<file path="src/rtl/fifo_rd_ctrl.sv">
// Read-side controller of the async FIFO: write-pointer synchroniser, read pointer,
// empty / almost-empty flags, and a one-entry valid/ready output register.
module fifo_rd_ctrl #(
  parameter int DATA_WIDTH    = 8,
  parameter int ADDR_WIDTH    = 4,
  parameter int SYNC_STAGES   = 2,
  parameter int AEMPTY_THRESH = 2
) (
  input  logic                  r_clk,
  input  logic                  r_rst_n,
  input  logic [ADDR_WIDTH:0]   w_ptr_gray,
  input  logic [DATA_WIDTH-1:0] r_data_mem,
  output logic [ADDR_WIDTH-1:0] r_addr,
  output logic                  r_inc,
  output logic                  r_empty,
  output logic [ADDR_WIDTH:0]   r_ptr_gray,
  output logic [ADDR_WIDTH:0]   r_count,
  output logic                  r_aempty,
  output logic                  out_valid,
  output logic [DATA_WIDTH-1:0] out_data,
  input  logic                  out_ready
);
  localparam int PW = ADDR_WIDTH + 1;

  logic [SYNC_STAGES-1:0][PW-1:0] sync_q;
  logic [PW-1:0] wq_gray, wq_bin;
  logic [PW-1:0] r_bin, r_bin_next, r_gray_next;

  // Only the first synchroniser flop ever sees the asynchronous write pointer.
  always_ff @(posedge r_clk or negedge r_rst_n) begin
    if (!r_rst_n) begin
      sync_q <= '0;
    end else begin
      sync_q[0] <= w_ptr_gray;
      for (int i = 1; i < SYNC_STAGES; i++) sync_q[i] <= sync_q[i-1];
    end
  end

  assign wq_gray = sync_q[SYNC_STAGES-1];

  always_comb begin
    wq_bin = '0;
    for (int i = 0; i < PW; i++) wq_bin[i] = ^(wq_gray >> i);
  end

  assign r_inc       = !r_empty && (!out_valid || out_ready);
  assign r_bin_next  = r_bin + {{(PW-1){1'b0}}, r_inc};
  assign r_gray_next = (r_bin_next >> 1) ^ r_bin_next;

  always_ff @(posedge r_clk or negedge r_rst_n) begin
    if (!r_rst_n) begin
      r_bin      <= '0;
      r_ptr_gray <= '0;
      r_empty    <= 1'b1;
    end else begin
      r_bin      <= r_bin_next;
      r_ptr_gray <= r_gray_next;
      r_empty    <= (r_gray_next == wq_gray);
    end
  end

  // A pop refills the output register even while its current word is being accepted.
  always_ff @(posedge r_clk or negedge r_rst_n) begin
    if (!r_rst_n) begin
      out_valid <= 1'b0;
      out_data  <= '0;
    end else if (r_inc) begin
      out_valid <= 1'b1;
      out_data  <= r_data_mem;
    end else if (out_ready) begin
      out_valid <= 1'b0;
    end
  end

  assign r_addr   = r_bin[ADDR_WIDTH-1:0];
  assign r_count  = wq_bin - r_bin;
  assign r_aempty = (r_count <= PW'(AEMPTY_THRESH));

endmodule

</file>
<file path="config.mk">
export PLATFORM = sky130hd
export DESIGN_NAME = fifo_rd_ctrl
export DESIGN_NICKNAME = d
export VERILOG_FILES = /design/src/rtl/fifo_rd_ctrl.sv
export SDC_FILE = /design/constraint.sdc
export NUM_CORES = 1
export LEC_CHECK = 0
export CAP_MARGIN = 20
export CORE_MARGIN = 8
export CORE_UTILIZATION = 50
export CTS_BUF_LIST = sky130_fd_sc_hd__clkbuf_4
export CTS_CLUSTER_DIAMETER = 120
export DETAILED_ROUTE_END_ITERATION = 10
export PLACE_DENSITY = 0.91
export SYNTH_ARGS = -nofsm -noshare
export SYNTH_HDL_FRONTEND = slang
export SYNTH_SLANG_ARGS = --single-unit
export TNS_END_PERCENT = 100
</file>
<file path="constraint.sdc">
create_clock -name r_clk -period 6.7 [get_ports r_clk]
set_input_delay 1.005 -clock r_clk [delete_from_list [all_inputs] [get_ports r_clk]]
set_output_delay 1.005 -clock r_clk [all_outputs]
set_load 0.05 [all_outputs]
</file>
==> results.ini <==
[sta]
clock_skew_ns = 0.00374
worstMarginPinSlew_ns = 0.549
setup_violations = 0
fin_crit_sh = 0.725
hold_viol = 0
relSlewSlack = 0.634
max_freq_mhz = 206
finalCriticalPeriod_ns = 4.86
tns_ns = 0
slew_viol_final = 0
rsz0062_at_grt = false

[floorplan]
die_width_um = 66.3
placementRows = 18
boundaryPins = 42
die_h_um = 66.3
die_area_sq_um = 4400
initial_core_util = 0.521
core_sq_um = 2430

[critical_path]
critPathArrivalTime_ns = 3.85
reg2reg_to = r_empty
crit_top_cell = xor2_1
cp-end-kind = output pin
r2r-start = out_valid
startpoint_type = flop
cp_cell_sequence = xor2_1 > xnor2_1 > xor2_1 > xor2_1 > ha_1 > fa_1 > inv_1 > a21o_1 > a21oi_1 > xnor2_1 > a2111oi_2 > clkdlybuf4s50_1
rrSetupSlack_ns = 4.11
crit_fanout = 4
required_ns = 5.69
cpMaxStageDelayCell = clkdlybuf4s50_1
cp-endpoint = r_aempty
worstRegToRegCells = 7
startpoint = wq_gray[4]
criticalPathCategory = flop to output pin
max_stage_delay_ns = 0.87

[placed_design]
gp_congestion = 0.779
detailed_place_hpwl_mm = 2.10
port_buffers = 41

[logic_synthesis]
synth_cells = 94
syn-mean-instance-area_sq_um = 13.5
synth_seq_cells = 29
yosys_warnings = 0
ys_seq_area_frac = 0.574
synth_fp_nets = 117
syn-cell-area_sq_um = 1270
ys_types = 18

[cells_and_area]
fin_util = 0.730
area_growth_pct = 40.3
fill_cells = 173
antenna_cells = 0
final_cell_mix = clkdlybuf4s50_1, dfrtp_1, xnor2_1
multi_input_area_sq_um = 494
final_nets = 166
layout_commonest_cell = clkdlybuf4s50_1
regArea_sq_um = 727
drive_gt1_frac = 0.153

[min_path]
hp-class = flop to flop

[global_route]
grt_overflow = 0
grt_usage = 0.126
grt_pass1_vias = 935
grt_pass1_wl_mm = 4.26
grt_max_degree = 30
antenna_found_initial = 0

[route]
first_iter_violations = 27
via_per_inst = 4.74
detail_route.first_pass.iterations = 4
wl_mm = 2.51
ant_nets = 0
dr_total_vias = 824
wire_per_inst_um = 14.4
drcViolationCount = 0

[clocking]
cts_tree = done
cts_max_level = 2
cts-resized-gates = 0
holdBufCountCts = 0
clkLatencyLatePin_ns = 0.31
post_cts.repair.setup_buffers = 0
cts_buffers = 5
clockRootBuffer = clkbuf_4
clk_pin_slew_ns = 0.09
cts.path.max_buffers = 2
cts.sinks = 29

[job]
max-cap-violations = 0

[outcome]
status = finished clean

==> cell usage after synthesis <==
| library cell | count | share of area |
|---|---|---|
| dfrtp_1 | 28 | 0.55 |
| xnor2_1 | 13 | 0.090 |
| inv_1 | 12 | 0.036 |
| mux2_2 | 8 | 0.071 |
| xor2_1 | 8 | 0.055 |
| ha_1 | 6 | 0.059 |
| nand3_1 | 4 | 0.016 |
| a21o_1 | 2 | 0.012 |
| a21oi_1 | 2 | 0.0079 |
| nand2_1 | 2 | 0.0059 |
| or3_1 | 2 | 0.0099 |
| a2111oi_2 | 1 | 0.012 |
| a21oi_2 | 1 | 0.0069 |
| a221oi_2 | 1 | 0.012 |
| dfstp_2 | 1 | 0.021 |
| fa_1 | 1 | 0.016 |
| o21ai_0 | 1 | 0.0039 |
| xor2_2 | 1 | 0.013 |
==> state kept, by name (all words and copies together) (netlist names) <==
signal,flops
sync_q,5
wq_gray,5
r_ptr_gray,4
r_empty,1
out_valid,1
r_bin,5
out_data,8
==> kinds of logic (layout without fill, tap and decap cells) <==
| kind of cell | after synthesis | in the layout | synth area share |
|---|---|---|---|
| flip-flops | 29 | 29 | 0.574 |
| multiplexers | 8 | 8 | 0.0711 |
| AO/OA/AOI/OAI | 8 | 8 | 0.0543 |
| buffers and inverters | 12 | 62 | 0.0356 |
| AND/OR/NAND/NOR | 8 | 8 | 0.0316 |
| adder cells (fa/ha/maj) | 7 | 7 | 0.0751 |
| XOR/XNOR | 22 | 22 | 0.158 |
==> worst max-delay path, delay by kind of cell, from the launching register on <==
kind,cells,cell delay (ns)
compound gates,3,0.52
xor+xnor,5,1.04
fa+ha+maj,2,0.64
buf+inv,2,0.94
flops,1,0.42
==> through the flow <==
stage | cells | cell area (sq um) | hold slack (ns) | setup slack [ns]
6_report | 174 | 1780 | 0.355 | 1.84
5_1_grt | 174 | 1780 | 0.367 | 1.55
4_1_cts | 174 | 1780 | 0.356 | 1.78
3_5_place_dp | 166 | 1720 | 0.336 | 2.14
3_3_place_gp | 166 | 1720 | 0.333 | 2.26
2_1_floorplan | 94 | 1270 | 0.331 | 2.04
==> worst min-delay path by stage <==
stage	from	end	slack (ns)	cells past startpoint
6_report	sync_q[1]	wq_gray[1]	0.36	0
5_1_grt	sync_q[2]	wq_gray[2]	0.37	0
4_1_cts	sync_q[1]	wq_gray[1]	0.36	0
3_5_place_dp	sync_q[2]	wq_gray[2]	0.34	0
3_3_place_gp	sync_q[1]	wq_gray[1]	0.33	0
2_1_floorplan	sync_q[0]	wq_gray[0]	0.33	0
==> cell type report <==
class                           count  share of cell area
Clock buffer                        5              0.0211
Clock inverter                      3             0.00986
Inverter                           12              0.0254
Multi-Input combinational cell     53               0.278
Sequential cell                    29               0.409
Tap cell                           30              0.0211
Timing Repair Buffer               42               0.235
==> routing by layer <==
layer | wire length, um | vias to the layer above | GRT usage
met2 | 1400 | 19 | 0.224
li1 | - | 407 | -
met3 | 131 | 4 | 0.0390
met5 | 0 | - | 0
met1 | 944 | 394 | 0.129
met4 | 34 | 0 | 0.0640
Power is left out: the tool's default activity adds up to more than one toggle a clock period on the data nets, which glitch-free logic cannot reach.
